--- config.mk ---
export PLATFORM = sky130hd
export DESIGN_NAME = mine_placer
export DESIGN_NICKNAME = d
export VERILOG_FILES = /design/src/rtl/mine_placer_pkg.sv /design/src/rtl/mine_cursor.sv /design/src/rtl/mine_placer.sv
export SDC_FILE = /design/constraint.sdc
export NUM_CORES = 1
export LEC_CHECK = 0
export ABC_AREA = 1
export CELL_PAD_IN_SITES_DETAIL_PLACEMENT = 1
export CELL_PAD_IN_SITES_GLOBAL_PLACEMENT = 2
export CORE_AREA = 5 5 239 241
export DETAILED_ROUTE_END_ITERATION = 8
export DIE_AREA = 0 0 244 246
export DONT_BUFFER_PORTS = 1
export HOLD_SLACK_MARGIN = 0.08
export PLACE_DENSITY_LB_ADDON = 0.1
export SETUP_SLACK_MARGIN = 0.15
export SYNTH_ARGS = -nofsm -noshare
export SYNTH_HDL_FRONTEND = slang
export SYNTH_SLANG_ARGS = --single-unit
--- constraint.sdc ---
create_clock -name clk -period 18.5 [get_ports clk]
set_input_delay 3.7 -clock clk [delete_from_list [all_inputs] [get_ports clk]]
set_output_delay 3.7 -clock clk [all_outputs]
set_load 0.01 [all_outputs]
--- src/rtl/mine_placer_pkg.sv ---
// Shared game constants, board-level sizes and the placement FSM state type.
package mine_placer_pkg;
  localparam int MAX_SIZE    = 16;
  localparam int XY_W        = 4;
  localparam int CNT_W       = 8;
  localparam int SIZE_EASY   = 8;
  localparam int SIZE_MEDIUM = 12;
  localparam int SIZE_HARD   = 16;

  typedef enum logic [1:0] {IDLE, CLEAR, PLACE, DONE} mp_state_t;
endpackage

--- src/rtl/mine_cursor.sv ---
// Board cursor: one step per cycle by 1+y_inc cells, x overflow carries into y, y wraps to 0.
// Registered outputs; no backpressure, step_i simply holds or advances the position.
module mine_cursor #(
  parameter int XY_W = 4
) (
  input  logic            clk,
  input  logic            rst,
  input  logic            clr_i,
  input  logic            step_i,
  input  logic [1:0]      y_inc_i,
  input  logic [XY_W:0]   board_size_i,
  output logic [XY_W-1:0] cx_o,
  output logic [XY_W-1:0] cy_o
);
  logic [XY_W-1:0] cx_q, cx_d, cy_q, cy_d, nx_wrap;
  logic [XY_W+1:0] nx_sum;
  logic [XY_W:0]   ny_inc;

  always_comb begin
    nx_sum  = {2'b00, cx_q} + (XY_W+2)'(y_inc_i) + (XY_W+2)'(1);
    nx_wrap = XY_W'(nx_sum - {1'b0, board_size_i});
    ny_inc  = {1'b0, cy_q} + (XY_W+1)'(1);
    cx_d    = cx_q;
    cy_d    = cy_q;
    if (clr_i) begin
      cx_d = '0;
      cy_d = '0;
    end else if (step_i) begin
      // board_size >= 8 and the skip is at most 4, so one subtraction always lands on the board
      if (nx_sum >= {1'b0, board_size_i}) begin
        cx_d = nx_wrap;
        cy_d = (ny_inc >= board_size_i) ? '0 : ny_inc[XY_W-1:0];
      end else begin
        cx_d = nx_sum[XY_W-1:0];
      end
    end
  end

  always_ff @(posedge clk or posedge rst) begin
    if (rst) begin
      cx_q <= '0;
      cy_q <= '0;
    end else begin
      cx_q <= cx_d;
      cy_q <= cy_d;
    end
  end

  assign cx_o = cx_q;
  assign cy_o = cy_q;
endmodule

--- src/rtl/mine_placer.sv ---
// Scatters mines over the board from a random bit stream, never on the safe cell or twice per cell.
// One cell evaluated per cycle; mine_wr/done are registered pulses; random_data=0 simply stalls placement.
module mine_placer
  import mine_placer_pkg::*;
#(
  parameter int MAX_SIZE = mine_placer_pkg::MAX_SIZE,
  parameter int XY_W     = mine_placer_pkg::XY_W,
  parameter int CNT_W    = mine_placer_pkg::CNT_W
) (
  input  logic             clk,
  input  logic             rst,
  input  logic             start,
  input  logic [XY_W:0]    board_size,
  input  logic [CNT_W-1:0] mine_num,
  input  logic [XY_W-1:0]  safe_x,
  input  logic [XY_W-1:0]  safe_y,
  input  logic             random_data,
  input  logic [1:0]       y_inc,
  input  logic [XY_W-1:0]  rd_x,
  input  logic [XY_W-1:0]  rd_y,
  output logic             is_mine,
  output logic             mine_wr,
  output logic [XY_W-1:0]  mine_x,
  output logic [XY_W-1:0]  mine_y,
  output logic             busy,
  output logic             done,
  output logic [CNT_W-1:0] placed
);
  localparam int SQ_W = 2*(XY_W+1);

  mp_state_t                          state_q;
  logic [MAX_SIZE-1:0][MAX_SIZE-1:0]  bitmap_q;
  logic [XY_W:0]                      bs_q;
  logic [XY_W-1:0]                    sx_q, sy_q, mine_x_q, mine_y_q, cx, cy;
  logic [CNT_W-1:0]                   target_q, target_d, placed_q;
  logic [SQ_W-1:0]                    bs_ext, cells_m1;
  logic                               busy_q, done_q, mine_wr_q, place, last_mine;

  // The safe cell is excluded, so at most board_size^2-1 mines fit.
  assign bs_ext   = SQ_W'(board_size);
  assign cells_m1 = bs_ext * bs_ext - SQ_W'(1);
  assign target_d = (SQ_W'(mine_num) > cells_m1) ? CNT_W'(cells_m1) : mine_num;

  assign place = (state_q == PLACE) && random_data
               && !((cx == sx_q) && (cy == sy_q)) && !bitmap_q[cy][cx];
  assign last_mine = (placed_q + CNT_W'(1)) == target_q;

  mine_cursor #(.XY_W(XY_W)) u_cursor (
    .clk          (clk),
    .rst          (rst),
    .clr_i        (state_q == CLEAR),
    .step_i       (state_q == PLACE),
    .y_inc_i      (y_inc),
    .board_size_i (bs_q),
    .cx_o         (cx),
    .cy_o         (cy)
  );

  always_ff @(posedge clk or posedge rst) begin
    if (rst) begin
      state_q   <= IDLE;
      bitmap_q  <= '0;
      bs_q      <= '0;
      sx_q      <= '0;
      sy_q      <= '0;
      target_q  <= '0;
      placed_q  <= '0;
      mine_x_q  <= '0;
      mine_y_q  <= '0;
      mine_wr_q <= 1'b0;
      busy_q    <= 1'b0;
      done_q    <= 1'b0;
    end else begin
      mine_wr_q <= 1'b0;
      case (state_q)
        IDLE: begin
          if (start) begin
            bs_q     <= board_size;
            sx_q     <= safe_x;
            sy_q     <= safe_y;
            target_q <= target_d;
            busy_q   <= 1'b1;
            state_q  <= CLEAR;
          end
        end
        CLEAR: begin
          bitmap_q <= '0;
          placed_q <= '0;
          if (target_q == '0) begin
            busy_q  <= 1'b0;
            done_q  <= 1'b1;
            state_q <= DONE;
          end else begin
            state_q <= PLACE;
          end
        end
        PLACE: begin
          if (place) begin
            bitmap_q[cy][cx] <= 1'b1;
            mine_wr_q        <= 1'b1;
            mine_x_q         <= cx;
            mine_y_q         <= cy;
            placed_q         <= placed_q + CNT_W'(1);
            if (last_mine) begin
              busy_q  <= 1'b0;
              done_q  <= 1'b1;
              state_q <= DONE;
            end
          end
        end
        DONE: begin
          done_q  <= 1'b0;
          state_q <= IDLE;
        end
        default: state_q <= IDLE;
      endcase
    end
  end

  assign is_mine = ({1'b0, rd_x} < bs_q) && ({1'b0, rd_y} < bs_q) && bitmap_q[rd_y][rd_x];
  assign mine_wr = mine_wr_q;
  assign mine_x  = mine_x_q;
  assign mine_y  = mine_y_q;
  assign busy    = busy_q;
  assign done    = done_q;
  assign placed  = placed_q;
endmodule

==> impl_metrics.toml <==
[outcome]
status = "finished, final reports clean"

[worst_setup_path]
cpPeakStageDelay_ns = 0.81
crit_path_end_kind = "output pin"
slowest_stage = "inv_2"
startpoint_type = "input pin"
worstSetupPathType = "input pin to output pin"
path_cells = "inv_2 -> nor2_1 -> o21ai_0 -> o21ai_0 -> o211ai_1 -> nand3_1 -> nand3_1 -> nand3_1 -> a21oi_1"
path_max_fanout = 209
critPathArrivalTime_ns = 6.12
required_ns = 14.80
cpMostUsedCell = "nand3_1"

[global_route]
busiest_layer = "met2"
grt_pass1_wl_um = 143000
antenna_found_initial = 0
grt_start_max_net_pins = 210
use_met1_pct = 39.9
grt_use_total_pct = 30.2
use_met2_pct = 52.0
grt_overflow = 0
grt_pass1_vias = 23800
met3_usage_pct = 3.82

[yosys]
avgSynthCellArea_um2 = 6.69
syn_nets = 3321
synth_top_flop_cell = "dfrtp_1"
yosysUniqueCellTypes = 43
synth-seq-area-share_pct = 35.4
async_reset_ff_share_pct = 100
synth_area_um2 = 21600
yosys_warnings = 0
synth.ff_latch_count = 306
synth_cells = 3229
synth_edf_count = 0

[drt]
routed_wl_um = 92100
num_vias = 22800
drtIter0Drc = 1856
postRouteAntennaNets = 0
vias_per_cell = 6.02
drc = 0
dr.pass1.iters = 5
avgRoutedWirePerCell_um = 24.3

[cts]
clk_path_buf_depth = 3
cts_hold_buf = 0
path_clk_slew_ns = 0.06
clk_latency_ns = 0.59
cts-root-buf = "clkbuf_16"
post-cts-setup-buffers = 0
ctsResizeCount = 0
cts_made_buffers = 41
clock-sinks = 306
htree_levels = 2
tritoncts = "yes"

[floorplanning]
dieArea_um2 = 60000
die_height_um = 246
die_w_um = 244
coreArea_um2 = 54700
start_util_pct = 39.5
rows = 86
pin_count = 55

[timing]
setup_viol = 0
fin_setup_tns_ns = 0
skew_ns = 0.0262
hold_slack_ns = 0.470
final.setup.worst_slack_ns = 8.68
worst_pin_slew_ns = 1.21
max_freq_mhz = 102
rsz0062_at_grt = "no"
relSlewSlack_pct = 19.5
hold_viol = 0
final_max_slew_viol_count = 0
fin_crit_ns = 9.82
fin_crit_sh_pct = 53.1

[final_layout]
synthToLayoutAreaGrowth_pct = 6.46
fin_util_pct = 42.1
mostFrequentLayoutCell = "nand2_1"
final_nets = 3138
drive_gt1_share_pct = 4.09
layout_common_cells = "nand2_1, o21ai_0, dfrtp_1"
diodes = 0

[power]
irDropWorstVdd_mv = 0.293
cellLeakagePower_nw = 11.4
power_density_nw_per_um2 = 152

[place]
place.gp.congestion = 0.820
portBuffers = 0
dp_hpwl_um = 52600
dp_slack_ns = 8.77

[run]
cap_violations = 0

[hold_path]
hp-class = "register to register"
-- layout make-up --
class | instances | area, µm²
repair buffers | 40 | 313
inverters | 285 | 1080
clock buffers | 58 | 1190
fillers | 7018 | 31700
flip-flops and latches | 306 | 7660
well taps | 704 | 881
clock inverters | 17 | 179
multi-input cells | 2372 | 11700
-- report_power, final --
| group | leakage, nW | switching, mW | internal (mW) |
|---|---|---|---|
| registers | 4.20 | 0.0838 | 0.719 |
| logic | 6.48 | 1.48 | 0.387 |
| clock network | 0.673 | 0.342 | 0.491 |
| total | 11.4 | 1.90 | 1.60 |
-- registers in the layout, summed over array words and instances, names as in the netlist --
signal	cells
bs_q	5
u_cursor.cy_o	4
state_q	2
bitmap_q	256
busy	1
target_q	8
mine_x	4
u_cursor.cx_o	4
sx_q	4
sy_q	4
mine_y	4
done	1
placed	8
mine_wr	1
-- layer usage --
| layer | share of wire [%] | up-vias |
|---|---|---|
| li1 | - | 10400 |
| met1 | 44 | 11500 |
| met2 | 47 | 677 |
| met3 | 5.4 | 162 |
| met4 | 3.1 | 0 |
| met5 | 0 | - |
-- Yosys cell counts, types with 7 or more instances --
cell type / instances / area (µm²)
nand2_1: 1061 / 3980
nand4_1: 216 / 1350
clkbuf_1: 155 / 582
o2111ai_1: 54 / 473
xnor2_1: 8 / 70.1
o211ai_1: 59 / 443
buf_4: 7 / 52.6
inv_1: 281 / 1050
fa_1: 7 / 140
o21ai_1: 24 / 120
xor2_1: 18 / 158
o21ai_0: 409 / 2050
nor2_1: 172 / 646
dfrtp_1: 306 / 7660
a21oi_1: 105 / 526
buf_2: 77 / 385
buf_6: 13 / 146
ha_1: 50 / 626
nand3_1: 142 / 711
buf_1: 13 / 48.8
-- per-stage QoR --
stage	std cells	cell area (µm²)	power (mW)
floorplan	3229	21600	2.04
global placement	3707	21600	2.61
detailed placement	3707	21600	2.63
CTS	3782	23000	3.48
global route	3782	23000	3.68
finish	3782	23000	3.50
-- critical path, delay by kind of cell --
kind / cells / cell delay (ns)
compound gates: 4 / 1.06
buf+inv: 1 / 0.81
simple gates: 4 / 0.47
-- path summary, 6_finish.rpt --
path / start / endpoint / slack (ns) / depth (start not counted)
min in group asynchronous: rst / bitmap_q[209] / 3.16 / 1
min: bitmap_q[42] / bitmap_q[42] / 0.47 / 2
min reg2reg: bitmap_q[42] / bitmap_q[42] / 0.47 / 2
max in group asynchronous: rst / bitmap_q[103] / 13.86 / 2
max: rd_y[0] / is_mine / 8.68 / 9
max reg2reg: u_cursor.cy_o[0] / bitmap_q[219] / 11.27 / 21
-- kinds of logic (layout without fill, tap and decap cells) --
family,count (synthesis),in the layout,synth area share (%)
buf+inv,551,400,10.6
flops,306,306,35.4
xor+xnor,26,26,1.05
fa+ha+maj,57,57,3.54
compound gates,688,688,18.0
simple gates,1601,1601,31.3
(Power assumes the default switching activity.)
